### src/rtl/div_unit.sv
// div_unit: multi-cycle 32-bit restoring divider for DIV/DIVU.
//
// Ports:
//   clk        in   1  rising-edge clock
//   rst        in   1  synchronous active-high reset
//   start      in   1  request a division (sampled only in idle)
//   annul      in   1  abort any in-flight division; wins over start
//   signed_div in   1  1 = DIV (two's complement), 0 = DIVU
//   a          in  32  dividend
//   b          in  32  divisor
//   result     out 64  {remainder, quotient}; registered
//   ready      out  1  one-cycle pulse, result valid
//   busy       out  1  division in progress (stall request)
//
// Build option: define DIV_ZERO_FAST_EN to finish a divide-by-zero in two
// cycles with a zero result. Left undefined, b == 0 runs all 32 steps.
module div_unit (
  input  logic        clk,
  input  logic        rst,
  input  logic        start,
  input  logic        annul,
  input  logic        signed_div,
  input  logic [31:0] a,
  input  logic [31:0] b,
  output logic [63:0] result,
  output logic        ready,
  output logic        busy
);

  typedef enum logic [1:0] {StIdle, StZero, StRun, StDone} state_e;

  state_e      state_q, state_d;
  logic [4:0]  cnt_q, cnt_d;
  // Partial remainder stays below 2^32 (below the divisor, or the dividend's
  // upper bits for a zero divisor), so its 33rd bit is only needed transiently
  // in the shifted value below.
  logic [31:0] rem_q, rem_d;
  logic [31:0] quo_q, quo_d;
  logic [31:0] dvs_q, dvs_d;
  logic        qneg_q, qneg_d;
  logic        rneg_q, rneg_d;
  logic [63:0] result_q, result_d;

  logic [31:0] a_abs, b_abs;
  logic [32:0] shifted;
  logic        step_ok;
  logic [31:0] step_rem, step_quo;
  logic [31:0] quo_fix, rem_fix;

  always_comb begin
    a_abs = (signed_div && a[31]) ? 32'd0 - a : a;
    b_abs = (signed_div && b[31]) ? 32'd0 - b : b;

    // One restoring step: shift in the next dividend bit, trial-subtract.
    shifted  = {rem_q, quo_q[31]};
    step_ok  = shifted >= {1'b0, dvs_q};
    // When the subtract succeeds the true difference fits in 32 bits.
    step_rem = step_ok ? shifted[31:0] - dvs_q : shifted[31:0];
    step_quo = {quo_q[30:0], step_ok};

    quo_fix  = qneg_q ? 32'd0 - step_quo : step_quo;
    rem_fix  = rneg_q ? 32'd0 - step_rem : step_rem;
  end

  always_comb begin
    state_d  = state_q;
    cnt_d    = cnt_q;
    rem_d    = rem_q;
    quo_d    = quo_q;
    dvs_d    = dvs_q;
    qneg_d   = qneg_q;
    rneg_d   = rneg_q;
    result_d = result_q;

    case (state_q)
      StIdle: begin
        if (start) begin
          dvs_d   = b_abs;
          quo_d   = a_abs;
          rem_d   = 32'd0;
          cnt_d   = 5'd0;
          qneg_d  = signed_div & (a[31] ^ b[31]);
          rneg_d  = signed_div & a[31];
          state_d = StRun;
`ifdef DIV_ZERO_FAST_EN
          if (b == 32'd0) state_d = StZero;
`endif
        end
      end
      StZero: begin
        result_d = 64'd0;
        state_d  = StDone;
      end
      StRun: begin
        rem_d = step_rem;
        quo_d = step_quo;
        cnt_d = cnt_q + 5'd1;
        if (cnt_q == 5'd31) begin
          result_d = {rem_fix, quo_fix};
          state_d  = StDone;
        end
      end
      StDone: begin
        state_d = StIdle;
      end
      default: begin
        state_d = StIdle;
      end
    endcase

    // Abort wins over everything except reset; result must not move.
    if (annul) begin
      state_d  = StIdle;
      result_d = result_q;
    end
  end

  always_ff @(posedge clk) begin
    if (rst) begin
      state_q  <= StIdle;
      cnt_q    <= 5'd0;
      rem_q    <= 32'd0;
      quo_q    <= 32'd0;
      dvs_q    <= 32'd0;
      qneg_q   <= 1'b0;
      rneg_q   <= 1'b0;
      result_q <= 64'd0;
    end else begin
      state_q  <= state_d;
      cnt_q    <= cnt_d;
      rem_q    <= rem_d;
      quo_q    <= quo_d;
      dvs_q    <= dvs_d;
      qneg_q   <= qneg_d;
      rneg_q   <= rneg_d;
      result_q <= result_d;
    end
  end

  assign result = result_q;
  assign ready  = (state_q == StDone);
  assign busy   = (state_q == StRun) || (state_q == StZero);

endmodule

### config.mk
export PLATFORM = sky130hd
export DESIGN_NAME = div_unit
export DESIGN_NICKNAME = d
export VERILOG_FILES = /design/src/rtl/div_unit.sv
export SDC_FILE = /design/constraint.sdc
export NUM_CORES = 1
export LEC_CHECK = 0
export CAP_MARGIN = 20
export CORE_UTILIZATION = 55
export CTS_CLUSTER_DIAMETER = 40
export DETAILED_ROUTE_END_ITERATION = 10
export DONT_BUFFER_PORTS = 1
export MAX_ROUTING_LAYER = met4
export PLACE_DENSITY_LB_ADDON = 0.25
export SYNTH_ARGS = -nofsm -noshare
export SYNTH_HDL_FRONTEND = slang
export SYNTH_SLANG_ARGS = --single-unit
### constraint.sdc
create_clock -name clk -period 9.31 [get_ports clk]
set_clock_uncertainty 0.15 [all_clocks]
set_input_delay 0.931 -clock clk [delete_from_list [all_inputs] [get_ports clk]]
set_output_delay 0.931 -clock clk [all_outputs]
set_load 0.1 [all_outputs]
== Word-level counts from Yosys, hierarchy flattened ==
Cells that the tools add are included.

* Flip-flop bits (word level): 169
* Input port bits: 69
* Output and inout bits: 66
* Word-level logic and storage cells: 52

* Add/sub/neg operators: 6
* Order comparisons: 1
* Equal/unequal tests: 6
* Mux-type cells: 16
* Bitwise logic cells: 4
* Reductions and logical operators: 11

{| class="wikitable"
|+ Operators with widths
! operator !! count
|-
| $mux 32 || 7
|-
| $pmux 32 s2 || 2
|-
| $pmux 64 s2 || 1
|-
| $sub 1x32->32 const A || 4
|-
| $mux 64 || 1
|-
| $ge 33x32->1 || 1
|-
| $sub 32x32->32 || 1
|-
| $pmux 5 s2 || 1
|-
| $pmux 2 s4 || 1
|-
| $reduce_and 2->1 || 3
|-
| $add 5x1->5 const B || 1
|-
| $eq 5x5->1 const B || 1
|-
| $mux 5 || 1
|-
| $eq 2x2->1 const B || 2
|-
| $mux 2 || 2
|-
| $ne 2x2->1 const B || 2
|-
| $reduce_bool 2->1 || 2
|-
| $reduce_and 3->1 || 1
|-
| $and 1x1->1 || 2
|-
| $eq 2x1->1 const B || 1
|-
| $logic_and 1x1->1 || 2
|-
| $logic_not 2->1 || 1
|-
| $reduce_or 2->1 || 1
|-
| $logic_or 1x1->1 || 1
|-
| other kinds (2) || 2
|}

== Longest topological paths before layout ==
* Depth after elaboration: 6
* Mapped depth: 25
* Mapped depth without buffers: 21

== Worst setup path after synthesis ==
Ideal clock, no wire load.

* Path kind: register to register
* Start point: reg rem_q[1]
* End point: reg result_q[62] (netlist: result[62])
* Setup time: 118 ps
* Arrival: 4990 ps
* Required time: 9042 ps
* Setup slack: 4053 ps
* Cell stages (with the launch flop): 21
* Path buffers: 3
* Period minus slack after synthesis: 5257 ps
* Cells stage by stage: dfxtp_1 ha_1 o211ai_2 a21o_1 a2111o_1 a31o_1 a21oi_4 clkbuf_1 buf_2 buf_4 mux2i_1 ha_1 nand2_1 a211oi_1 or4bb_1 nor4_2 a31oi_1 o21a_1 o41ai_2 xor2_1 a22o_1

* Cells in the longest elaborated chain, start to end: 6
* Elaborated cells on any way between the ends: 7
* Classes of those cells: add/sub: 2; order compare: 1; mux: 4

{| class="wikitable"
|+ RTL lines
! item !! RTL line !! RTL
|-
| from (decl) || 37 || <nowiki>logic [31:0] rem_q, rem_d;</nowiki>
|-
| from (signal assigned) || 131 || <nowiki>rem_q <= rem_d;</nowiki>
|-
| $sub 32x32->32 or $ge 33x32->1 (tied branches) || 58, 56 ||
|-
| $mux 32 (*) || 58 || <nowiki>step_rem = step_ok ? shifted[31:0] - dvs_q : shifted[31:0];</nowiki>
|-
| $sub 1x32->32 || 62 || <nowiki>rem_fix = rneg_q ? 32'd0 - step_rem : step_rem;</nowiki>
|-
| $mux 32 (*) || 62 ||
|-
| $mux 64 (*) || 98 || <nowiki>if (cnt_q == 5'd31) begin</nowiki>
|-
| $pmux 64 s2 (*) || 75 || <nowiki>case (state_q)</nowiki>
|-
| to (signal assigned) || 136 || <nowiki>result_q <= result_d;</nowiki>
|-
| to (decl) || 42 || <nowiki>logic [63:0] result_q, result_d;</nowiki>
|}

Mark *: on every way between the ends. The rest lies on a longest branch, timed or not. The select of a mux whose other input is x is not followed.
A chain may end at the register's enable or synchronous reset.

== Worst setup path in the final report ==
* Start point: reg dvs_q[26]
* End point: reg result_q[62] (netlist: result[62])

* Cells in the longest elaborated chain, start to end: 6
* Elaborated cells on any way between the ends: 7
* Classes of those cells: add/sub: 2; order compare: 1; mux: 4

{| class="wikitable"
|+ RTL lines
! item !! RTL line !! RTL
|-
| from (decl) || 39 || <nowiki>logic [31:0] dvs_q, dvs_d;</nowiki>
|-
| from (signal assigned) || 133 || <nowiki>dvs_q <= dvs_d;</nowiki>
|-
| $sub 32x32->32 or $ge 33x32->1 (tied branches) || 58, 56 ||
|-
| $mux 32 (*) || 58 ||
|-
| $sub 1x32->32 || 62 ||
|-
| $mux 32 (*) || 62 ||
|-
| $mux 64 (*) || 98 ||
|-
| $pmux 64 s2 (*) || 75 ||
|}

Marked as above.

==> results.toml <==
[synthesis]
yosysSeqAreaShare_pct = 29.9
avgSynthCellArea_um2 = 7.40
synthArstFlopShare_pct = 0
ys_warn_count = 0
synth_top_area_share_pct = 29.9
synth-edff-count = 0
synth_area_leaders = "dfxtp_1 30%, nand2_1 7.4%, xnor2_1 7.1%"
syn-instance-count = 1531
synthDistinctLibCells = 75
synth.most_common_cell = "nand2_1"
synth.cell_area_mm2 = 0.0113
synthFlopType = "dfxtp_1"
synth_fp_nets = 1643
ys_ff_latch = 169
netlist_top_cells_count = "223 x nand2_1, 184 x nor2_1, 169 x dfxtp_1, 125 x a21oi_1, 92 x xnor2_1"
yosysTopAreaCell = "dfxtp_1"

[cts]
clock_latency_ps = 440
cts_setup_buffers = 0
clock-sinks = 169
ctsHoldBuffers = 0
cts_resized = 0
path_clk_slew_ps = 70
tritoncts = "built"
cts-root-buf = "clkbuf_16"
cts_made_buffers = 17
clockBufferDepth = 2
htreeDepth = 4

[die]
die-area_mm2 = 0.0212
chipHeight_um = 145
io_pins = 135
dieWidth_um = 145
start_util_pct = 56.0
coreArea_mm2 = 0.0202
num_rows = 52

[timing]
setup_viol = 0
period_share_pct = 62.8
slew_violations = 0
fin_crit_ps = 5850
setup_tns_ps = 0
worstMarginPinSlew_ps = 1110
rsz0062_at_grt = "no"
fmax_mhz = 171
hold_viol_final = 0
maxSlewHeadroom_pct = 26.2

[global_route]
grt_max_degree = 150
grt_overflow = 0
grt_usage_pct = 30.7
grt_pass1_wl_mm = 51.1
antenna_found_initial = 0
grt_pass1_vias = 9777

[status]
status = "complete, no violations"

[pwr]
power_per_cell_area_mw_per_mm2 = 156
ir_worst_vdd_uv = 108
p_total_w = 0.00188
power_leakage_nw = 4.48

[route]
drtAntennaViolNets = 0
drc = 0
post_drt_wl_per_cell_um = 18.1
wirelength_mm = 31.8
viasPerCell = 6.11
detail_route.first_pass.iterations = 5
vias = 10700
drt_iter0_markers = 877

[worst_hold_path]
hold_path_class = "reg -> reg"
min_delay_path_depth = 2

[run]
drv.max_cap_violation_count = 0

[critical_path]
worst-path-max-fanout = 69
crit_path_end_kind = "register"
crit_type = "reg -> reg"
worst_setup_path_start_kind = "register"
required_ps = 9490
cp_data_arrival_time_ps = 6030
ff2ff_path_depth = 22

[placement]
place_inst = 1720
io_buffers = 0
gp_congestion = 0.943
dp_hpwl_mm = 23.0

[cells_and_area]
syn_to_final_growth_pct = 6.51
layout-drive-gt1-share_pct = 4.51
nets = 1583
antennaDiodeCount = 0
instances_no_fill = 1754
nFillCells = 1878
-- sequential cells by signal, indices dropped and copies added (netlist names) --
name     flops
dvs_q       32
result      64
quo_q       32
cnt_q        5
qneg_q       1
rem_q       32
state_q      2
rneg_q       1
-- per-stage QoR --
step,util (%),worst slack (ps),hold WS [ps],area (µm²)
finish,59.6,3460,323,12100
floorplan,-,4050,286,11300
CTS,59.3,3590,326,12000
global route,59.6,3120,347,12100
global placement,56.3,3690,298,11400
detailed placement,56.3,3620,316,11400
-- critical path, stage by stage (launching register included) --
cell      delay [ps]
dfxtp_1          340
inv_1            100
ha_1             460
nand4_1          250
nor4_1           440
a31oi_1          130
and3_1           200
a21oi_4          140
buf_4            420
inv_4            370
nand2_1          160
o21ai_0          150
inv_1            100
ha_1             180
nand2_1           60
a211oi_1         240
or4bb_1          500
nor4_2           270
a31oi_1          150
o21a_1           300
o41ai_2          310
xor2_1           100
a22o_1           180
-- final cells by class --
class	instances	area [µm²]	share of cell area, %
clock buffer	19	453	3.76
clock inverter	13	153	1.27
inverter	59	224	1.86
multi-input combinational	1212	7380	61.2
sequential	169	3380	28.1
tap	270	338	2.80
timing repair buffer	12	130	1.08
-- cells by family after synthesis --
group | synth area share, %
AOI/OAI and AO/OA | 25.6
xor gates and xnor gates | 10.6
adders and majority gates | 4.82
buffers and inverters | 5.13
DFF | 29.9
muxes | 1.17
and+or+nand+nor | 22.8
-- power by group --
part           total [W]  switching, W  internal [W]
sequential      0.000781     0.0000311      0.000750
combinational   0.000355      0.000228      0.000127
clock           0.000740      0.000342      0.000398
total            0.00188      0.000601       0.00128
-- path summary, 6_finish.rpt --
path	startpoint	endpoint	slack (ps)
worst max-delay path	dvs_q[26]	result[62]	3460
worst min-delay path	dvs_q[0]	dvs_q[0]	320
worst max register to register	dvs_q[26]	result[62]	3460
worst min register to register	dvs_q[0]	dvs_q[0]	320
-- placed cells by master (no fill, tap or decap), drive strengths merged, types with 28 or more instances in the layout --
master	n
xnor2	92
dfxtp	169
o21ai	101
ha	42
a211oi	28
nor2	184
a21oi	126
xor2	45
nand2	224
inv	68
a22oi	63
nor3	32
-- per-layer routing --
layer | track usage (%) | vias to the layer above | share of wire (%)
met5 | - | - | 0
met4 | 10.6 | 0 | 2.8
met3 | 4.80 | 64 | 6.1
met2 | 46.9 | 371 | 45
met1 | 41.2 | 4970 | 46
li1 | - | 5311 | -
Note: power is estimated with default switching activity, not from simulation.
